**src/rtl/button_report_scheduler.sv**
```systemverilog
// button_report_scheduler
//   Takes a snapshot of NUM_BTN 8-bit button press counters, clears them, and
//   sends a report frame on a valid/ready byte stream:
//     HEADER, count[0] .. count[NUM_BTN-1], XOR of all counts.
//   A frame is started by report_req or, when AUTO_EN=1, by a free-running
//   timer that expires every PERIOD cycles. A trigger that arrives during a
//   frame is held in a one-deep pending slot. A trigger that arrives while the
//   slot is already full sets the sticky req_dropped flag.
//
// Ports
//   clk          system clock
//   rst          asynchronous reset, active-high
//   report_req   frame request, level sampled every cycle
//   counts       counter values, button i at [8i+7:8i]
//   clear_cnt    one-cycle clear pulse to the counters (cycle after snapshot)
//   tx_data      stream byte
//   tx_valid     tx_data valid
//   tx_ready     sink accepts byte when tx_valid & tx_ready
//   busy         high from snapshot through checksum byte
//   req_dropped  sticky: trigger lost because one was already pending
module button_report_scheduler #(
  parameter int         NUM_BTN = 3,
  parameter logic [7:0] HEADER  = 8'hA5,
  parameter int         PERIOD  = 1000000,
  parameter bit         AUTO_EN = 1'b1
) (
  input  logic                 clk,
  input  logic                 rst,
  input  logic                 report_req,
  input  logic [8*NUM_BTN-1:0] counts,
  output logic [NUM_BTN-1:0]   clear_cnt,
  output logic [7:0]           tx_data,
  output logic                 tx_valid,
  input  logic                 tx_ready,
  output logic                 busy,
  output logic                 req_dropped
);

  localparam int TW = (PERIOD > 1) ? $clog2(PERIOD) : 1;
  localparam int IW = (NUM_BTN > 1) ? $clog2(NUM_BTN) : 1;
  localparam logic [TW-1:0] TIMER_LAST = TW'(PERIOD - 1);
  localparam logic [IW-1:0] IDX_LAST   = IW'(NUM_BTN - 1);

  typedef enum logic [2:0] {
    IDLE,
    SNAP,
    HDR,
    DATA,
    CSUM
  } state_t;

  state_t          state;
  state_t          state_next;
  logic [TW-1:0]   timer;
  logic            timer_hit;
  logic            trig;
  logic [7:0]      snap [NUM_BTN];
  logic [7:0]      csum;
  logic [7:0]      counts_xor;
  logic [IW-1:0]   idx;
  logic            pending;

  // If report_req and timer expiry happen in the same cycle, they form a
  // single trigger.
  assign timer_hit = AUTO_EN && (timer == TIMER_LAST);
  assign trig      = report_req || timer_hit;

  // The timer runs in every state, so the auto-report interval stays fixed
  // no matter how long the stream stalls.
  always_ff @(posedge clk or posedge rst) begin
    if (rst) begin
      timer <= '0;
    end else if (timer == TIMER_LAST) begin
      timer <= '0;
    end else begin
      timer <= timer + 1'b1;
    end
  end

  // The checksum is computed from the live counts in the same cycle they are
  // snapshotted. The checksum byte therefore always matches the snapshot.
  always_comb begin
    counts_xor = '0;
    for (int i = 0; i < NUM_BTN; i++) begin
      counts_xor = counts_xor ^ counts[8*i +: 8];
    end
  end

  always_ff @(posedge clk or posedge rst) begin
    if (rst) begin
      state <= IDLE;
    end else begin
      state <= state_next;
    end
  end

  // Stream outputs depend only on state. tx_valid and tx_data therefore stay
  // stable during a stall, and a reset drops them immediately.
  always_comb begin
    state_next = state;
    tx_valid   = 1'b0;
    tx_data    = '0;
    busy       = 1'b1;
    case (state)
      IDLE: begin
        busy = 1'b0;
        if (trig || pending) begin
          state_next = SNAP;
        end
      end
      SNAP: begin
        state_next = HDR;
      end
      HDR: begin
        tx_valid = 1'b1;
        tx_data  = HEADER;
        if (tx_ready) begin
          state_next = DATA;
        end
      end
      DATA: begin
        tx_valid = 1'b1;
        tx_data  = snap[idx];
        if (tx_ready && (idx == IDX_LAST)) begin
          state_next = CSUM;
        end
      end
      CSUM: begin
        tx_valid = 1'b1;
        tx_data  = csum;
        if (tx_ready) begin
          state_next = IDLE;
        end
      end
      default: begin
        state_next = IDLE;
      end
    endcase
  end

  // The clear pulse is registered, so it reaches the counters one cycle
  // after the sample. A press that lands in the snapshot cycle may be lost.
  always_ff @(posedge clk or posedge rst) begin
    if (rst) begin
      for (int i = 0; i < NUM_BTN; i++) begin
        snap[i] <= '0;
      end
      csum      <= '0;
      idx       <= '0;
      clear_cnt <= '0;
    end else begin
      clear_cnt <= '0;
      if (state == SNAP) begin
        for (int i = 0; i < NUM_BTN; i++) begin
          snap[i] <= counts[8*i +: 8];
        end
        csum      <= counts_xor;
        idx       <= '0;
        clear_cnt <= '1;
      end else if ((state == DATA) && tx_ready && (idx != IDX_LAST)) begin
        idx <= idx + 1'b1;
      end
    end
  end

  // When the FSM leaves IDLE it consumes the pending slot. A trigger during a
  // frame fills the slot if it is empty; otherwise the trigger is lost and
  // the loss is recorded.
  always_ff @(posedge clk or posedge rst) begin
    if (rst) begin
      pending     <= 1'b0;
      req_dropped <= 1'b0;
    end else if (state == IDLE) begin
      pending <= 1'b0;
    end else if (trig) begin
      if (pending) begin
        req_dropped <= 1'b1;
      end else begin
        pending <= 1'b1;
      end
    end
  end

endmodule

```
**config.mk**
```make
export PLATFORM = sky130hd
export DESIGN_NAME = button_report_scheduler
export DESIGN_NICKNAME = d
export VERILOG_FILES = /design/src/rtl/button_report_scheduler.sv
export SDC_FILE = /design/constraint.sdc
export NUM_CORES = 1
export LEC_CHECK = 0
export CAP_MARGIN = 20
export CORE_MARGIN = 1.5
export CORE_UTILIZATION = 59
export DETAILED_ROUTE_END_ITERATION = 6
export PLACE_DENSITY = 0.85
export SYNTH_ARGS = -nofsm -noshare
export SYNTH_HDL_FRONTEND = slang
export SYNTH_SLANG_ARGS = --single-unit
export TNS_END_PERCENT = 100
```
**constraint.sdc**
```tcl
create_clock -name clk -period 5 [get_ports clk]
set_clock_uncertainty 0.1 [all_clocks]
set_input_delay 1 -clock clk [delete_from_list [all_inputs] [get_ports clk]]
set_output_delay 1 -clock clk [all_outputs]
set_load 0.05 [all_outputs]
```
=== After elaboration in Yosys (flattened, before gate mapping) ===
Cells that the tools add are included.

* Bits in registers: 62
* Input port bits: 28
* Output and inout port bits: 14

* $add $sub $neg: 2
* Magnitude comparators: 1
* Eq/ne operators: 11
* Mux-type cells: 17
* Bitwise gates (word level): 4
* Reductions and logical operators: 11

{| class="wikitable"
|+ Operators with widths
! kind !! number
|-
| 8-bit case mux with 3 select lines || 1
|-
| 20-bit by 1-bit adder with 20-bit output (second input constant) || 1
|-
| 20-bit equality test (second input constant) || 1
|-
| 20-bit two-way mux || 1
|-
| 8-bit binary-select mux with 2-bit select || 1
|-
| 8-bit two-way mux || 2
|-
| 8-bit bitwise XOR || 2
|-
| 3-bit two-way mux || 5
|-
| 3-bit case mux with 5 select lines || 1
|-
| 2-bit != test (second input constant) || 5
|-
| 3-bit by 2-bit equality test with 1-bit output (second input constant) || 2
|-
| 1-bit two-way mux || 4
|-
| 2-bit two-way mux || 2
|-
| 4-bit AND reduction || 1
|-
| 2-bit nonzero test || 2
|-
| 3-bit by 1-bit equality test with 1-bit output (second input constant) || 1
|-
| 3-bit equality test (second input constant) || 1
|-
| 3-bit >= comparator (second input constant) || 1
|-
| 1-bit logical AND || 3
|-
| 3-bit logical NOT || 1
|-
| 2-bit inverter with 3-bit output || 1
|-
| 3-bit AND reduction || 1
|-
| 3-bit OR reduction || 1
|-
| 2-bit by 1-bit adder with 2-bit output (second input constant) || 1
|-
| 3 further kinds || 4
|}

=== Logic depth before layout (Yosys ltp) ===
Gate-level depths: netlist of the first run.

* Depth in word-level cells: 5
* Mapped depth: 8
* Gate-level depth less buffers: 6

=== Worst setup path after synthesis of the first run ===
No wires, ideal clock.

* Kind: flip-flop to output port
* From: register idx[0]
* To: output port tx_data[1]
* Arrival: 2.084 ns
* Slack: 1.816 ns
* Stages on the path, launching flop included: 7
* Path buffers: 2
* Cell sequence: dfrtp_1 -> clkbuf_1 -> buf_2 -> mux2i_1 -> nor2_1 -> a21oi_1 -> o21ai_0

* Longest elaborated chain between the ends: 5

{| class="wikitable"
|+ RTL lines
! item !! line !! RTL
|-
| from (decl) || 60 || <nowiki>logic [IW-1:0] idx;</nowiki>
|-
| from (signal assigned) || 161 || <nowiki>idx <= idx + 1'b1;</nowiki>
|-
| 2-bit inverter with 3-bit output (not written as such) || 123 || <nowiki>tx_data = snap[idx];</nowiki>
|-
| 8-bit binary-select mux with 2-bit select || 123 ||
|-
| 8-bit two-way mux (not written as such) (2 in series) || 123 ||
|-
| 8-bit case mux with 3 select lines || 104 || <nowiki>case (state)</nowiki>
|-
| to (decl) || 32 || <nowiki>output logic [7:0] tx_data,</nowiki>
|}

No other way between the ends. The select of a mux whose other input is x is not followed.

=== Final worst setup path of the first run ===
* From: register idx[0]
* To: output port tx_data[2]

Same word-level chain as after synthesis.

==> results of run 1 <==
## kinds of logic after synthesis
| family | count (synthesis) |
|---|---|
| xor+xnor | 30 |
| fa+ha+maj | 2 |
| flops | 60 |
| mux | 9 |
| compound gates | 40 |
| simple gates | 158 |
| buf+inv | 22 |
## placed cells by master, fill, tap and decap left out, types with 2 or more instances in the layout
master,instances
a21o_1,2
a21oi_1,11
a22o_1,4
and2_1,2
and3_1,3
buf_4,2
clkbuf_1,3
clkbuf_8,12
clkdlybuf4s50_1,41
dfrtp_1,60
ha_1,2
inv_1,4
inv_2,2
mux2i_1,9
nand2_1,96
nand2b_1,2
nand3_1,4
nand4_1,4
nor2_1,17
nor2b_1,2
nor3_1,3
nor3b_1,3
nor4b_1,4
o211ai_1,3
o21ai_0,4
o21ai_1,8
o31ai_1,2
or2_1,2
or2_4,2
or4_1,2
xnor2_1,14
xor2_1,16
## metal layers
layer  vias to the layer above  part of all wire  GRT usage
met5                         -                 0          0
met4                         0             0.023      0.117
met3                        15             0.058     0.0691
met2                        80              0.48      0.434
met1                      1147              0.44      0.355
li1                       1148                 -          -
## how the worst max path moves through the flow
stage	slack (ns)	endpoint
global route	1.00	tx_data[2]
CTS	1.11	tx_data[2]
global placement	1.64	tx_data[2]
finish	1.11	tx_data[2]
floorplan	1.82	tx_data[1]
detailed placement	1.56	tx_data[2]
## state kept, by name, summed over array words and instances, names as in the netlist
name / cells
clear_cnt: 1
csum: 8
idx: 2
pending: 1
req_dropped: 1
snap: 24
state: 3
timer: 20
## area by class of cell
type	count	area, um^2
flip-flops and latches	60	1500
multi-input cells	239	1410
fillers	351	1190
repair buffers	43	425
clock buffers	15	176
well taps	67	83.8
inverters	6	22.5
clock inverters	1	5.00
## worst reg2reg max path, delay by kind of cell (launching register included)
family / cells / cell delay, ns
AOI/OAI and AO/OA: 1 / 0.17
DFF: 1 / 0.40
adders and majority gates: 1 / 0.20
and+or+nand+nor: 3 / 0.97
## power groups by stage
stage | Clock (mW) | Combinational [mW] | Sequential, mW
after floorplan | 0 | 0.694 | 0.706
after global placement | 0 | 0.941 | 0.781
after detailed placement | 0 | 0.966 | 0.786
after CTS | 0.404 | 0.985 | 0.783
after global routing | 0.431 | 1.07 | 0.804
final | 0.402 | 0.977 | 0.786
==> qor.yml, run 1 <==
worst_setup_path:
  crit_cells: 5
  rr_startpoint: "timer[0]"
  arrival_ns: 2.79
  cp_slowest_stage_delay_ns: 0.81
  worstPathRequired_ns: 3.90
  worstSetupPathType: "register to output port"
  path_delay_family: "buffers and inverters"
  cp_slowest_cell: "clkdlybuf4s50_1"
  critPathLaunchType: "register"
  ff2ff_path_depth: 5
  crit_chain: "nor2b_1 -> nand2_1 -> o211ai_1 -> a22o_1 -> clkdlybuf4s50_1"
  r2r_slack_ns: 3.09
  cp_max_fo: 14
  timing.rr.end: "pending"
  critical_path_buf_inv_count: 1
  endpoint_kind: "output port"
  worstSetupStartpoint: "idx[0]"
timing:
  max_slew.worst_pin.slew_ns: 0.887
  layout_setup_ws_ns: 1.11
  post-route-period-util: 0.779
  final-hold-violation-count: 0
  holdWs_ns: 0.377
  fin_crit_ns: 3.89
  fin_setup_tns_ns: 0
  fmax_ghz: 0.257
  setup_viol: 0
  slew_viol_final: 0
  slew_headroom: 0.408
  rsz0062_at_grt: "no"
drt:
  wl_mm: 6.69
  viasPerCell: 5.55
  drt-wirelength-per-cell_um: 15.5
  ant_nets: 0
  first_pass_iters: 4
  vias: 2390
  drcViolationCount: 0
  drtIter0Drc: 276
die:
  row_count: 25
  io_pins: 42
  die_area_um2: 5550
  initial_core_util: 0.626
  die_h_um: 74.5
  core_um2: 4820
  die_w_um: 74.5
yosys:
  syn_area_per_cell_um2: 9.39
  synth_edf_count: 0
  synthAdderAreaFrac: 0.00830
  synth_top_area_frac: 0.498
  synth.most_common_cell: "nand2_1"
  synthTopCellsByArea: "dfrtp_1 (50%), nand2_1 (12%), xor2_1 (4.6%), xnor2_1 (4.1%), mux2i_1 (3.0%)"
  synth_top_family_by_area: "simple AND/OR/NAND/NOR gates"
  ys_seq_area_frac: 0.498
  netlist_area_um2: 3020
  synth-compound-area-share: 0.0842
  yosys.area.top_type: "dfrtp_1"
  synthDistinctLibCells: 50
  ys_top_cells_by_count: "nand2_1 (96), dfrtp_1 (60), nor2_1 (17)"
  syn_inst: 321
  synth_mux_area_frac: 0.0299
  synth_ff_type: "dfrtp_1"
  synth_seq_cells: 60
  syn_nets: 351
  synth_simple_gate_area_frac: 0.259
  synthArstFlopShare: 1.00
  synth-xor-area-share: 0.0871
  yosysWarnings: 0
clock_tree:
  numClockSinks: 60
  cts_setup_buffers: 0
  clockBufferDepth: 2
  cts-resized-gates: 0
  cts_buffers: 9
  cts_htree_levels: 3
  clk_latency_ns: 0.34
  clk_pin_slew_ns: 0.07
  cts_tree: "built"
  holdBufCountCts: 0
  cts-root-buf: "clkbuf_8"
placement:
  port_buffers: 41
  dp.cells: 415
  place_area_um2: 3440
  gp_congestion: 0.887
  dpl_worst_slack_ns: 1.56
  hpwl_mm: 4.41
cells_and_area:
  stdcell_count: 431
  n_antenna_cell: 0
  drive_gt1_frac: 0.0769
  fin_util: 0.753
  finalNetCount: 389
  syn2layout_area_growth_pct: 20.2
  final_area_um2: 3630
pwr:
  power.switching_uw: 942
  p_leak_nw: 1.70
  p_clk_frac: 0.186
  swShare: 0.435
  power.density_nw_per_um2: 597
  ir_drop_mv: 0.521
  p_seq_frac: 0.363
  p_comb_frac: 0.451
  p_total_mw: 2.16
  p_int_mw: 1.22
worst_hold_path:
  min-delay-start: "snap[4]"
  hold_path.class: "register to register"
  holdPathEnd: "snap[4]"
  hold_depth: 2
global_route:
  grt_pass1_wl_mm: 11.2
  grt_start_max_net_pins: 45
  grt_pass1_vias: 2378
  antenna_found_initial: 0
  grt_usage: 0.273
  grt.overflow.total: 0
run_status:
  status: "completed"
run:
  cap_violations: 0
No activity file was read; power rests on OpenSTA's default activity.
==> run 2: changes to the inputs <==
--- a/config.mk
+++ b/config.mk
@@ -7,9 +7,9 @@
 export LEC_CHECK = 0
 export CAP_MARGIN = 20
 export CORE_MARGIN = 1.5
-export CORE_UTILIZATION = 59
+export CORE_UTILIZATION = 54
 export DETAILED_ROUTE_END_ITERATION = 6
-export PLACE_DENSITY = 0.85
+export PLACE_DENSITY = 0.79
 export SYNTH_ARGS = -nofsm -noshare
 export SYNTH_HDL_FRONTEND = slang
 export SYNTH_SLANG_ARGS = --single-unit
==> constraint.sdc (replaced) <==
create_clock -name clk -period 3.8 [get_ports clk]
set_clock_uncertainty 0.1 [all_clocks]
set_input_delay 0.76 -clock clk [delete_from_list [all_inputs] [get_ports clk]]
set_output_delay 0.76 -clock clk [all_outputs]
set_load 0.05 [all_outputs]
==> run 2 against run 1 <==
Against the previous run:
- cell count rose by 1.2%
- clock-buffer cell count fell by 2
- largest cell class unchanged
- combinational power rose by 33%
- critical path depth did not move
- via count fell by 3.0%
- die area rose by 8.9%
- total power rose by 29%
- routed wire length fell by 11%
- sequential share of layout area barely moved
- worst setup slack got worse by 0.85 ns
- hold slack got worse by 0.0022 ns
- global-route usage fell by 4.4 points
==> qor.yml, run 2 (synthesis results as in run 1) <==
clock_tree:
  cts_buffers: 9  # unchanged
  numClockSinks: 60  # unchanged
  cts_tree: "built"  # unchanged
  clk_latency_ns: 0.33  # was 0.34 ns
  cts_htree_levels: 3  # unchanged
  clockBufferDepth: 2  # unchanged
  holdBufCountCts: 0  # unchanged
  clk_pin_slew_ns: 0.06  # was 0.07 ns
  cts-resized-gates: 0  # unchanged
  cts_setup_buffers: 0  # unchanged
  cts-root-buf: "clkbuf_8"  # unchanged
worst_setup_path:
  cp_slowest_cell: "clkdlybuf4s50_1"  # unchanged
  cp_slowest_stage_delay_ns: 0.81  # about the same
  arrival_ns: 2.68  # was 2.79 ns
  critical_path_buf_inv_count: 1  # unchanged
  path_delay_family: "buffers and inverters"  # unchanged
  critPathLaunchType: "register"  # unchanged
  cp_max_fo: 12  # was 14
  crit_chain: "nor2b_1 -> nand2_1 -> o211ai_1 -> a22o_1 -> clkdlybuf4s50_1"  # unchanged
  worstSetupPathType: "register to output port"  # unchanged
  endpoint_kind: "output port"  # unchanged
  worstPathRequired_ns: 2.94  # was 3.90 ns
global_route:
  grt.overflow.total: 0  # unchanged
  grt_pass1_vias: 2310  # was 2378
  antenna_found_initial: 0  # unchanged
  grt_start_max_net_pins: 61  # was 45
  grt_usage: 0.228  # was 0.273
  grt_pass1_wl_mm: 10.6  # was 11.2 mm
timing:
  setup_viol: 0  # unchanged
  layout_setup_ws_ns: 0.256  # was 1.11 ns
  max_slew.worst_pin.slew_ns: 0.749  # was 0.887 ns
  final-hold-violation-count: 0  # unchanged
  fin_setup_tns_ns: 0  # unchanged
  rsz0062_at_grt: "no"  # unchanged
  slew_headroom: 0.500  # was 0.408
  fin_crit_ns: 3.54
  fmax_ghz: 0.282
  slew_viol_final: 0  # unchanged
  post-route-period-util: 0.933
placement:
  port_buffers: 41  # unchanged
  dpl_worst_slack_ns: 0.641  # was 1.56 ns
  place_area_um2: 3460  # was 3440 um^2
  hpwl_mm: 4.06  # was 4.41 mm
  gp_congestion: 0.838  # was 0.887
pwr:
  p_comb_frac: 0.464  # was 0.451
  p_int_mw: 1.59  # was 1.22 mW
  p_leak_nw: 1.70  # about the same
  ir_drop_mv: 0.518  # was 0.521 mV
  p_total_mw: 2.79  # was 2.16 mW
  power.switching_mw: 1.20  # was 942 uW
  power.density_nw_per_um2: 769  # was 597 nW/um^2
  p_clk_frac: 0.178  # was 0.186
  p_seq_frac: 0.358  # was 0.363
  swShare: 0.429  # was 0.435
drt:
  viasPerCell: 5.32  # was 5.55
  drcViolationCount: 0  # unchanged
  first_pass_iters: 4  # unchanged
  drtIter0Drc: 145  # was 276
  wl_mm: 5.94  # was 6.69 mm
  drt-wirelength-per-cell_um: 13.6  # was 15.5 um
  ant_nets: 0  # unchanged
  vias: 2319  # was 2390
run:
  cap_violations: 0  # unchanged
run_status:
  status: "completed"  # unchanged
die:
  io_pins: 42  # unchanged
  die_w_um: 77.7  # was 74.5 um
  initial_core_util: 0.554  # was 0.626
  row_count: 27  # was 25
  die_h_um: 77.7  # was 74.5 um
  die_area_um2: 6040  # was 5550 um^2
  core_um2: 5440  # was 4820 um^2
cells_and_area:
  largest_register_ff_count: 24  # unchanged
  finalNetCount: 390  # was 389
  syn2layout_area_growth_pct: 20.3  # was 20.2%
  fin_util: 0.667  # was 0.753
  drive_gt1_frac: 0.0797  # was 0.0769
  final_area_um2: 3630  # about the same
  n_antenna_cell: 0  # unchanged
  largest-register: "snap"  # unchanged
  mostFrequentLayoutCells: "nand2_1 (96), dfrtp_1 (60), clkdlybuf4s50_1 (41), nor2_1 (17), xor2_1 (16)"  # unchanged
  reg_top3: "snap (24), timer (20), csum (8)"  # unchanged
  final_common_cell: "nand2_1"  # unchanged
worst_hold_path:
  hold_path.class: "register to register"  # unchanged
## run 2: cell count changes in the layout (fill, tap and decap cells not counted)
cell	previous run	this run
buf_4	2	3
clkbuf_1	3	2
clkbuf_8	12	11
clkinv_2	1	2
## run 2: final timing paths
path                                from            to  slack (ns)  depth (start not counted)
min in group asynchronous            rst     timer[12]        0.86                          3
worst max-delay path              idx[1]    tx_data[5]        0.26                          5
worst min register to register  snap[19]      snap[19]        0.37                          2
worst max register to register  timer[0]      timer[9]        1.91                          5
max in group asynchronous            rst  clear_cnt[1]        2.24                          3
worst min-delay path            snap[19]      snap[19]        0.37                          2
## run 2: tightest hold or removal path: stages, from the launching register on
cell     delay (ns)
dfrtp_1        0.34
nand2_1        0.05
nand2_1        0.05
## run 2: power by group through the flow
stage	combinational [mW]	clock (mW)	sequential [mW]
final	1.30	0.497	0.999
after global routing	1.43	0.543	1.03
after CTS	1.30	0.511	0.994
after detailed placement	1.30	0	1.00
after global placement	1.28	0	0.993
after floorplan	0.913	0	0.929
## run 2: metrics by stage
stage                     cells  hold WS (ns)
after global placement      421         0.357
after floorplan             321         0.345
after detailed placement    421         0.362
final                       436         0.375
after global routing        436         0.401
after CTS                   436         0.376
## run 2: per-layer routing
layer / global-route usage / vias to the layer above / wire length (um)
li1: - / 1154 / -
met2: 0.336 / 56 / 2650
met1: 0.319 / 1101 / 2890
met4: 0.0691 / 0 / 85
met3: 0.0776 / 8 / 320
met5: 0 / - / 0
## run 2: area by class of cell
| type | count | area, um^2 |
|---|---|---|
| inverters | 6 | 22.5 |
| clock buffers | 13 | 159 |
| multi-input cells | 239 | 1410 |
| well taps | 72 | 90.1 |
| repair buffers | 44 | 433 |
| fillers | 432 | 1810 |
| clock inverters | 2 | 10.0 |
| flip-flops and latches | 60 | 1500 |
==> run 3: changes to the inputs <==
--- a/config.mk
+++ b/config.mk
@@ -9,6 +9,7 @@
 export CORE_MARGIN = 1.5
 export CORE_UTILIZATION = 54
 export DETAILED_ROUTE_END_ITERATION = 6
+export GPL_TIMING_DRIVEN = 0
 export PLACE_DENSITY = 0.79
 export SYNTH_ARGS = -nofsm -noshare
 export SYNTH_HDL_FRONTEND = slang
==> run 3 against run 2 <==
Against the previous run:
- largest cell class unchanged
- flip-flop and latch count unchanged
- critical endpoint is now tx_data[4]
- design area rose by 3.0%
- non-clock buffer count is 14 higher
==> qor.yml, run 3 (synthesis results as in run 1) <==
clock_tree:
  holdBufCountCts: 0  # unchanged
  numClockSinks: 60  # unchanged
  clk_latency_ns: 0.33  # about the same
  cts-root-buf: "clkbuf_8"  # unchanged
  cts_setup_buffers: 0  # unchanged
  cts-resized-gates: 0  # unchanged
  cts_buffers: 9  # unchanged
  cts_tree: "built"  # unchanged
  clk_pin_slew_ns: 0.07  # was 0.06 ns
  cts_htree_levels: 3  # unchanged
  clockBufferDepth: 2  # unchanged
worst_setup_path:
  cp_slowest_cell: "clkdlybuf4s50_1"  # unchanged
  arrival_ns: 2.75  # was 2.68 ns
  endpoint_kind: "output port"  # unchanged
  worstSetupPathType: "register to output port"  # unchanged
  crit_chain: "buf_2 -> nor2_1 -> and2_1 -> clkbuf_1 -> nand2_1 -> o21ai_0 -> clkdlybuf4s50_1"  # was nor2b_1 -> nand2_1 -> o211ai_1 -> a22o_1 -> clkdlybuf4s50_1
  path_delay_family: "buffers and inverters"  # unchanged
  critPathLaunchType: "register"  # unchanged
  critical_path_buf_inv_count: 3  # was 1
  cp_max_fo: 10  # was 12
  cp_slowest_stage_delay_ns: 0.83  # was 0.81 ns
  worstPathRequired_ns: 2.94  # about the same
pwr:
  p_leak_nw: 1.77  # was 1.70 nW
  p_total_mw: 2.82  # was 2.79 mW
  p_int_mw: 1.64  # was 1.59 mW
  swShare: 0.418  # was 0.429
  p_comb_frac: 0.460  # was 0.464
  p_seq_frac: 0.334  # was 0.358
  p_clk_frac: 0.206  # was 0.178
  power.switching_mw: 1.18  # was 1.20 mW
  ir_drop_mv: 0.648  # was 0.518 mV
  power.density_nw_per_um2: 754  # was 769 nW/um^2
timing:
  max_slew.worst_pin.slew_ns: 0.654  # was 0.749 ns
  post-route-period-util: 0.949  # was 0.933
  fin_setup_tns_ns: 0  # unchanged
  setup_viol: 0  # unchanged
  final-hold-violation-count: 0  # unchanged
  slew_headroom: 0.563  # was 0.500
  rsz0062_at_grt: "no"  # unchanged
  slew_viol_final: 0  # unchanged
  fmax_ghz: 0.277  # was 0.282 GHz
  fin_crit_ns: 3.61  # was 3.54 ns
worst_hold_path:
  hold_path.class: "register to register"  # unchanged
global_route:
  grt_pass1_vias: 2473  # was 2310
  grt_pass1_wl_mm: 11.2  # was 10.6 mm
  grt_start_max_net_pins: 39  # was 61
  grt_usage: 0.241  # was 0.228
  antenna_found_initial: 0  # unchanged
  grt.overflow.total: 0  # unchanged
cells_and_area:
  syn2layout_area_growth_pct: 23.9  # was 20.3%
  n_antenna_cell: 0  # unchanged
  final_common_cell: "nand2_1"  # unchanged
  largest-register: "snap"  # unchanged
  finalNetCount: 404  # was 390
  reg_top3: "snap (24), timer (20), csum (8)"  # unchanged
  drive_gt1_frac: 0.0976  # was 0.0797
  largest_register_ff_count: 24  # unchanged
  mostFrequentLayoutCells: "nand2_1 (96), dfrtp_1 (60), clkdlybuf4s50_1 (41), nor2_1 (17), xor2_1 (16)"  # unchanged
drt:
  wl_met1_mm: 3.12  # was 2.89 mm
  wl_met2_mm: 2.97  # was 2.65 mm
  wl_mm: 6.53  # was 5.94 mm
  vias: 2421  # was 2319
  drt-wirelength-per-cell_um: 14.5  # was 13.6 um
  ant_nets: 0  # unchanged
  first_pass_iters: 4  # unchanged
  wl_met3_um: 336  # was 320 um
  top_layer: "met4"  # unchanged
  viasPerCell: 5.37  # was 5.32
  drtIter0Drc: 188  # was 145
  drcViolationCount: 0  # unchanged
die:
  io_pins: 42  # unchanged
  die_area_um2: 6040  # unchanged
  die_h_um: 77.7  # unchanged
  row_count: 27  # unchanged
  die_w_um: 77.7  # unchanged
  core_um2: 5440  # unchanged
  initial_core_util: 0.554  # unchanged
placement:
  port_buffers: 41  # unchanged
  hpwl_mm: 4.52  # was 4.06 mm
  gp_congestion: 0.798  # was 0.838
run_status:
  status: "completed"  # unchanged
run:
  cap_violations: 0  # unchanged
[run 3: final timing paths]
check | from | end | slack [ns] | depth (start not counted)
worst max-delay path | state[0] | tx_data[4] | 0.19 | 7
worst min-delay path | snap[22] | snap[22] | 0.38 | 2
worst max register to register | idx[0] | idx[0] | 1.83 | 7
worst min register to register | snap[22] | snap[22] | 0.38 | 2
max in group asynchronous | rst | state[2] | 2.36 | 3
min in group asynchronous | rst | timer[3] | 0.67 | 2
[run 3: worst register-to-register path: stages, from the launching register on]
cell      delay (ns)
dfrtp_1         0.32
clkbuf_1        0.27
buf_2           0.34
inv_1           0.08
ha_1            0.21
nand2b_1        0.19
a21o_1          0.19
a22o_1          0.17
[run 3: metal layers]
metal	vias to the layer above	track usage
met4	0	0.115
met1	1155	0.334
met2	73	0.363
met5	-	0
met3	11	0.0471
li1	1182	-
[run 3: power by group through the flow]
stage               Combinational (mW)  Clock [mW]  Sequential, mW
floorplan                        0.913           0           0.929
global placement                  1.27           0           0.939
detailed placement                1.29           0           0.950
CTS                               1.30       0.587           0.940
global route                      1.41       0.617           0.964
finish                            1.30       0.580           0.942
[run 3: through the flow]
step / util / hold slack [ns] / setup WS (ns) / instance area (um^2) / std cells
finish: 0.687 / 0.377 / 0.194 / 3740 / 451
global route: 0.687 / 0.401 / 0.0683 / 3740 / 451
CTS: 0.687 / 0.378 / 0.209 / 3740 / 451
detailed placement: 0.650 / 0.362 / 0.574 / 3540 / 435
global placement: 0.646 / 0.358 / 0.414 / 3520 / 434
floorplan: - / 0.345 / 0.856 / 3020 / 321
[run 3: area by class of cell]
cell class              count  area, um^2
fillers                   433        1700
flip-flops and latches     60        1500
multi-input cells         239        1410
repair buffers             42         430
clock buffers              11         151
well taps                  72        90.1
plain buffers              16        80.1
clock inverters             5        50.0
inverters                   6        22.5
